File: src/rtl/bus_pkg.sv
// Shared system-bus definitions: strobe/direction encodings, default widths
// and the arbiter state type used by bus_arbiter and bus_addr_dec.
package bus_pkg;

  localparam logic BUS_READ   = 1'b1;
  localparam logic BUS_WRITE  = 1'b0;
  localparam logic AS_ENABLE  = 1'b0;
  localparam logic AS_DISABLE = 1'b1;

  localparam int BUS_ADDR_WIDTH  = 32;
  localparam int BUS_DATA_WIDTH  = 32;
  localparam int BUS_NUM_MASTERS = 4;

  typedef enum logic {
    ARB_IDLE  = 1'b0,
    ARB_OWNED = 1'b1
  } arb_state_t;

endpackage

File: src/rtl/bus_arbiter_rr_pick.sv
// Combinational round-robin selector: first set request found searching
// upward from ptr+1 (wrapping), returned one-hot with a valid flag.
module rr_pick
  import bus_pkg::*;
#(
  parameter int N  = 4,
  parameter int PW = $clog2(N)
) (
  input  logic [N-1:0]  req,
  input  logic [PW-1:0] ptr,
  output logic [N-1:0]  grant,
  output logic          valid
);

  logic [PW-1:0] idx;

  always_comb begin
    grant = '0;
    valid = 1'b0;
    idx   = '0;
    // k == N wraps back to ptr itself, so ptr has lowest priority
    for (int k = 1; k <= N; k++) begin
      idx = PW'((int'(ptr) + k) % N);
      if (!valid && req[idx]) begin
        grant[idx] = 1'b1;
        valid      = 1'b1;
      end
    end
  end

endmodule

File: src/rtl/bus_arbiter.sv
// Round-robin bus arbiter with registered, request-held grant and a
// combinational master-to-slave mux driven by the current owner.
module bus_arbiter
  import bus_pkg::*;
#(
  parameter int NUM_MASTERS = BUS_NUM_MASTERS,
  parameter int ADDR_WIDTH  = BUS_ADDR_WIDTH,
  parameter int DATA_WIDTH  = BUS_DATA_WIDTH,
  parameter int MAX_HOLD    = 256,
  localparam int OW = $clog2(NUM_MASTERS),
  localparam int HW = $clog2(MAX_HOLD + 1)
) (
  input  logic                              clk_i,
  input  logic                              rst_n_i,
  input  logic [NUM_MASTERS-1:0]            m_req_i,
  output logic [NUM_MASTERS-1:0]            m_grnt_o,
  input  logic [NUM_MASTERS*ADDR_WIDTH-1:0] m_addr_i,
  input  logic [NUM_MASTERS-1:0]            m_as_n_i,
  input  logic [NUM_MASTERS-1:0]            m_rw_i,
  input  logic [NUM_MASTERS*DATA_WIDTH-1:0] m_wr_data_i,
  output logic [ADDR_WIDTH-1:0]             s_addr_o,
  output logic                              s_as_n_o,
  output logic                              s_rw_o,
  output logic [DATA_WIDTH-1:0]             s_wr_data_o,
  output logic [OW-1:0]                     bus_owner_o,
  output logic                              bus_busy_o,
  output logic                              arb_timeout_o,
  input  logic                              timeout_clr_i
);

  arb_state_t             state_reg;
  logic [NUM_MASTERS-1:0] grant_reg;
  logic [OW-1:0]          ptr_reg;
  logic [OW-1:0]          owner_reg;
  logic                   busy_reg;
  logic [HW-1:0]          hold_reg;
  logic                   timeout_reg;

  logic [NUM_MASTERS-1:0] pick_grant;
  logic                   pick_valid;
  logic [OW-1:0]          pick_idx;
  logic                   owner_req;
  logic                   others_waiting;

  // The pointer always equals the current owner while OWNED, so the same
  // selector serves both the idle pick and the zero-bubble handover.
  rr_pick #(
    .N  (NUM_MASTERS),
    .PW (OW)
  ) u_rr_pick (
    .req   (m_req_i),
    .ptr   (ptr_reg),
    .grant (pick_grant),
    .valid (pick_valid)
  );

  always_comb begin
    pick_idx = '0;
    for (int i = 0; i < NUM_MASTERS; i++) begin
      if (pick_grant[i]) pick_idx = pick_idx | OW'(i);
    end
  end

  assign owner_req      = m_req_i[owner_reg];
  assign others_waiting = |(m_req_i & ~grant_reg);

  always_ff @(posedge clk_i or negedge rst_n_i) begin
    if (!rst_n_i) begin
      state_reg   <= ARB_IDLE;
      grant_reg   <= '0;
      ptr_reg     <= OW'(NUM_MASTERS - 1);
      owner_reg   <= '0;
      busy_reg    <= 1'b0;
      hold_reg    <= '0;
      timeout_reg <= 1'b0;
    end else begin
      // A set further down overrides this clear in the same cycle.
      if (timeout_clr_i) timeout_reg <= 1'b0;
      case (state_reg)
        ARB_IDLE: begin
          hold_reg <= '0;
          if (pick_valid) begin
            grant_reg <= pick_grant;
            owner_reg <= pick_idx;
            ptr_reg   <= pick_idx;
            busy_reg  <= 1'b1;
            state_reg <= ARB_OWNED;
          end
        end
        ARB_OWNED: begin
          if (owner_req) begin
            if (others_waiting && hold_reg != HW'(MAX_HOLD)) begin
              hold_reg <= hold_reg + 1'b1;
              if (hold_reg == HW'(MAX_HOLD - 1)) timeout_reg <= 1'b1;
            end
          end else if (pick_valid) begin
            grant_reg <= pick_grant;
            owner_reg <= pick_idx;
            ptr_reg   <= pick_idx;
            hold_reg  <= '0;
          end else begin
            grant_reg <= '0;
            busy_reg  <= 1'b0;
            hold_reg  <= '0;
            state_reg <= ARB_IDLE;
          end
        end
        default: state_reg <= ARB_IDLE;
      endcase
    end
  end

  always_comb begin
    s_addr_o    = '0;
    s_as_n_o    = AS_DISABLE;
    s_rw_o      = BUS_READ;
    s_wr_data_o = '0;
    if (busy_reg) begin
      s_addr_o    = m_addr_i[owner_reg*ADDR_WIDTH +: ADDR_WIDTH];
      s_as_n_o    = m_as_n_i[owner_reg];
      s_rw_o      = m_rw_i[owner_reg];
      s_wr_data_o = m_wr_data_i[owner_reg*DATA_WIDTH +: DATA_WIDTH];
    end
  end

  assign m_grnt_o      = grant_reg;
  assign bus_owner_o   = owner_reg;
  assign bus_busy_o    = busy_reg;
  assign arb_timeout_o = timeout_reg;

endmodule

File: config.mk
export PLATFORM = sky130hd
export DESIGN_NAME = bus_arbiter
export DESIGN_NICKNAME = d
export VERILOG_FILES = /design/src/rtl/bus_pkg.sv /design/src/rtl/bus_arbiter_rr_pick.sv /design/src/rtl/bus_arbiter.sv
export SDC_FILE = /design/constraint.sdc
export NUM_CORES = 1
export LEC_CHECK = 0
export CORE_AREA = 8 8 126 128
export DETAILED_ROUTE_END_ITERATION = 10
export DIE_AREA = 0 0 134 136
export GPL_TIMING_DRIVEN = 0
export PLACE_DENSITY = 0.7
export REMOVE_ABC_BUFFERS = 1
export SYNTH_ARGS = -nofsm -noshare
export SYNTH_HDL_FRONTEND = slang
export SYNTH_SLANG_ARGS = --single-unit
File: constraint.sdc
create_clock -name clk_i -period 3.2 [get_ports clk_i]
set_clock_uncertainty 0.2 [all_clocks]
set_input_delay 0.64 -clock clk_i [delete_from_list [all_inputs] [get_ports clk_i]]
set_output_delay 0.64 -clock clk_i [all_outputs]
set_load 0.05 [all_outputs]
==> results.sh <==
export IMPL_drc_errors=0
export IMPL_r2r_cells=7
export IMPL_numCtsBuffers=3
export IMPL_finalSetupViolCount=0
export IMPL_synthMuxAreaShare_pct=47.12
export IMPL_drtPass1Iterations=4
export IMPL_synth_edf_count=0
export IMPL_p_leak_nw=2.908
export IMPL_drt_vias_per_instance=4.911
export IMPL_peakVddDrop_mv=0.6644
export IMPL_insertion_delay_ps=250
export IMPL_grt_total_usage_pct=21.23
export IMPL_core_area_sq_um=14040
export IMPL_min_period_over_period_pct=96.94
export IMPL_fin_crit_ps=3102
export IMPL_place_congestion=0.9035
export IMPL_ys_seq_area_share_pct=14.73
export IMPL_htree_levels=1
export IMPL_worst_slack_ps=98.01
export IMPL_fp_dieArea_sq_um=18220
export IMPL_fin_util_pct=51.13
export IMPL_critPathRequiredTime_ps=2360
export IMPL_synth_ff_type="dfrtp_1"
export IMPL_num_vias=3963
export IMPL_cp_max_fo=34
export IMPL_largest_reg_flops=9
export IMPL_r2r_slack_ps=160
export IMPL_synth_top_family_by_area="multiplexers"
export IMPL_hp_start="m_grnt_o[2]"
export IMPL_post_place_ws_ps=-379.9
export IMPL_relSlewSlack_pct=42.68
export IMPL_hold_viol=0
export IMPL_worst_pin_slew_ps=857.1
export IMPL_postSynth_asyncResetShare_pct=100.0
export IMPL_timing_rr_end="m_grnt_o[0]"
export IMPL_synthSimpleGateAreaFrac_pct=21.62
export IMPL_avgSynthCellArea_sq_um=11.73
export IMPL_cts_root_buf="clkbuf_16"
export IMPL_clockBufferDepth=2
export IMPL_synth_compound_area_share_pct=5.387
export IMPL_drt_initial_drc_count=208
export IMPL_yosys_warnings=0
export IMPL_numPortBuffers=344
export IMPL_drive_gt1_share_pct=15.46
export IMPL_antenna_found_initial=3
export IMPL_rsz0062_at_grt="no"
export IMPL_start_util_pct=24.32
export IMPL_overflow=0
export IMPL_wl_per_cell_um=25.85
export IMPL_clock_sinks=20
export IMPL_synth_xor_area_share_pct=1.796
export IMPL_outcome="completed"
export IMPL_synth_fa_ha_area_share_pct=4.361
export IMPL_fmax_ghz=0.3224
export IMPL_worstSetupStartpointType="flop"
export IMPL_holdWs_ps=336.5
export IMPL_final_cells=807
export IMPL_dpl_hpwl_um=17280
export IMPL_grt_pass1_vias=4271
export IMPL_hold_path_class="flop to flop"
export IMPL_yosysUniqueCellTypes=46
export IMPL_ioPinCount=345
export IMPL_min_path_cells=1
export IMPL_p_per_area_nw_per_um2=876.1
export IMPL_grt_pass1_wl_um=28890
export IMPL_final_max_slew_viol_count=0
export IMPL_ant_nets=0
export IMPL_die_w_um=134
export IMPL_area_delta_synth_final_pct=110.2
export IMPL_path_class="flop to output pin"
export IMPL_place_inst=795
export IMPL_clk_pin_slew_worst_paths_ps=50
export IMPL_crit_path_end_kind="output pin"
export IMPL_rr_startpoint="ptr_reg[0]"
export IMPL_num_nets_final=904
export IMPL_syn_inst=291
export IMPL_grt_max_degree=44
export IMPL_drt_wl_total_um=20860
export IMPL_synth_seq_cells=20
export IMPL_whs_endpoint="m_grnt_o[2]"
export IMPL_dieHeight_um=136
export IMPL_maxCapViolations=0
export IMPL_rows=44
export IMPL_cts_tree="yes"
export IMPL_arrival_ps=2260
export IMPL_syn_area_sq_um=3415
==> logic make-up (layout without fill, tap and decap cells) <==
| group | Yosys count | in the layout |
|---|---|---|
| other cells | 0 | 2 |
| simple gates | 119 | 119 |
| mux | 72 | 72 |
| xor+xnor | 7 | 7 |
| flops | 20 | 20 |
| compound gates | 22 | 22 |
| fa+ha+maj | 12 | 12 |
| buf+inv | 39 | 369 |
==> per-stage QoR <==
step / power [mW] / setup TNS (ps) / instance area (sq um)
after CTS: 6.303 / 0 / 7148
final: 6.289 / 0 / 7178
after global routing: 6.627 / 0 / 7178
after detailed placement: 6.063 / -13170 / 7023
after global placement: 6.128 / -218540 / 6967
after floorplan: 4.262 / -129980 / 3293
==> final cells by class <==
| class | count | area (sq um) |
|---|---|---|
| fill | 1278 | 6860 |
| antenna | 2 | 5.005 |
| timing repair buffer | 352 | 3536 |
| multi-input combinational | 232 | 2741 |
| tap | 184 | 230.2 |
| inverter | 13 | 48.80 |
| clock inverter | 1 | 30.03 |
| clock buffer | 3 | 75.07 |
| sequential | 20 | 511.7 |
==> where the power goes <==
part / internal [mW] / leakage (nW) / switching, mW / total (mW)
Clock: 0.248 / 0.0511 / 0.0879 / 0.336
Combinational: 2.18 / 2.61 / 3.21 / 5.39
Sequential: 0.354 / 0.249 / 0.207 / 0.561
==> cell usage after synthesis (3+ instances only) <==
master	count	share of area [%]
nor4b_1	3	0.77
a21oi_1	4	0.59
and2_1	65	12
buf_1	6	0.66
mux4_2	71	47
o21a_1	4	0.88
nand4_1	4	0.73
xor2_1	5	1.3
nand3_1	8	1.2
nand4bb_1	3	0.99
ha_1	11	4.0
buf_2	7	1.0
clkbuf_1	11	1.2
inv_1	12	1.3
nor2_1	12	1.3
nand2_1	8	0.88
dfrtp_1	18	13
nand2b_1	5	0.92
==> layer usage <==
metal	up-vias	track usage, %	routed length, um
met5	-	0	10
met4	2	2.745	188
met3	14	9.941	2415
met2	203	34.79	10180
met1	1943	25.56	8066
li1	1801	-	-
==> how the worst max path moves through the flow <==
stage,start,depth (start not counted),to
2_1_floorplan,bus_owner_o[0],2,s_as_n_o
3_3_place_gp,bus_owner_o[0],3,s_addr_o[31]
3_5_place_dp,bus_owner_o[0],4,s_addr_o[31]
4_1_cts,ptr_reg[0],7,m_grnt_o[0]
5_1_grt,bus_owner_o[1],4,s_addr_o[31]
6_report,bus_owner_o[1],4,s_addr_o[31]
==> cell usage in the layout (no fill, tap or decap), types with 8 or more instances in the layout <==
| master | synthesis | layout |
|---|---|---|
| and2_1 | 65 | 65 |
| clkdlybuf4s50_1 | 0 | 278 |
| dfrtp_1 | 18 | 15 |
| dlygate4sd2_1 | 0 | 66 |
| ha_1 | 11 | 11 |
| inv_1 | 12 | 12 |
| mux4_2 | 71 | 71 |
| nand2_1 | 8 | 8 |
| nand3_1 | 8 | 8 |
| nor2_1 | 12 | 12 |
==> worst max-delay path: stages (launching register included) <==
cell and delay, ps:
dfrtp_4 660, buf_12 280, mux4_2 410, and2_1 190, dlygate4sd2_1 430
==> repair_timing <==
action	CTS	global route
cloned	0	1
endpoints found under the setup margin	67	8
buffers inserted	5	0
resized for setup	66	0
hold buffers	0	0
pin swaps	0	1
No activity file was read; power rests on OpenSTA's default activity.
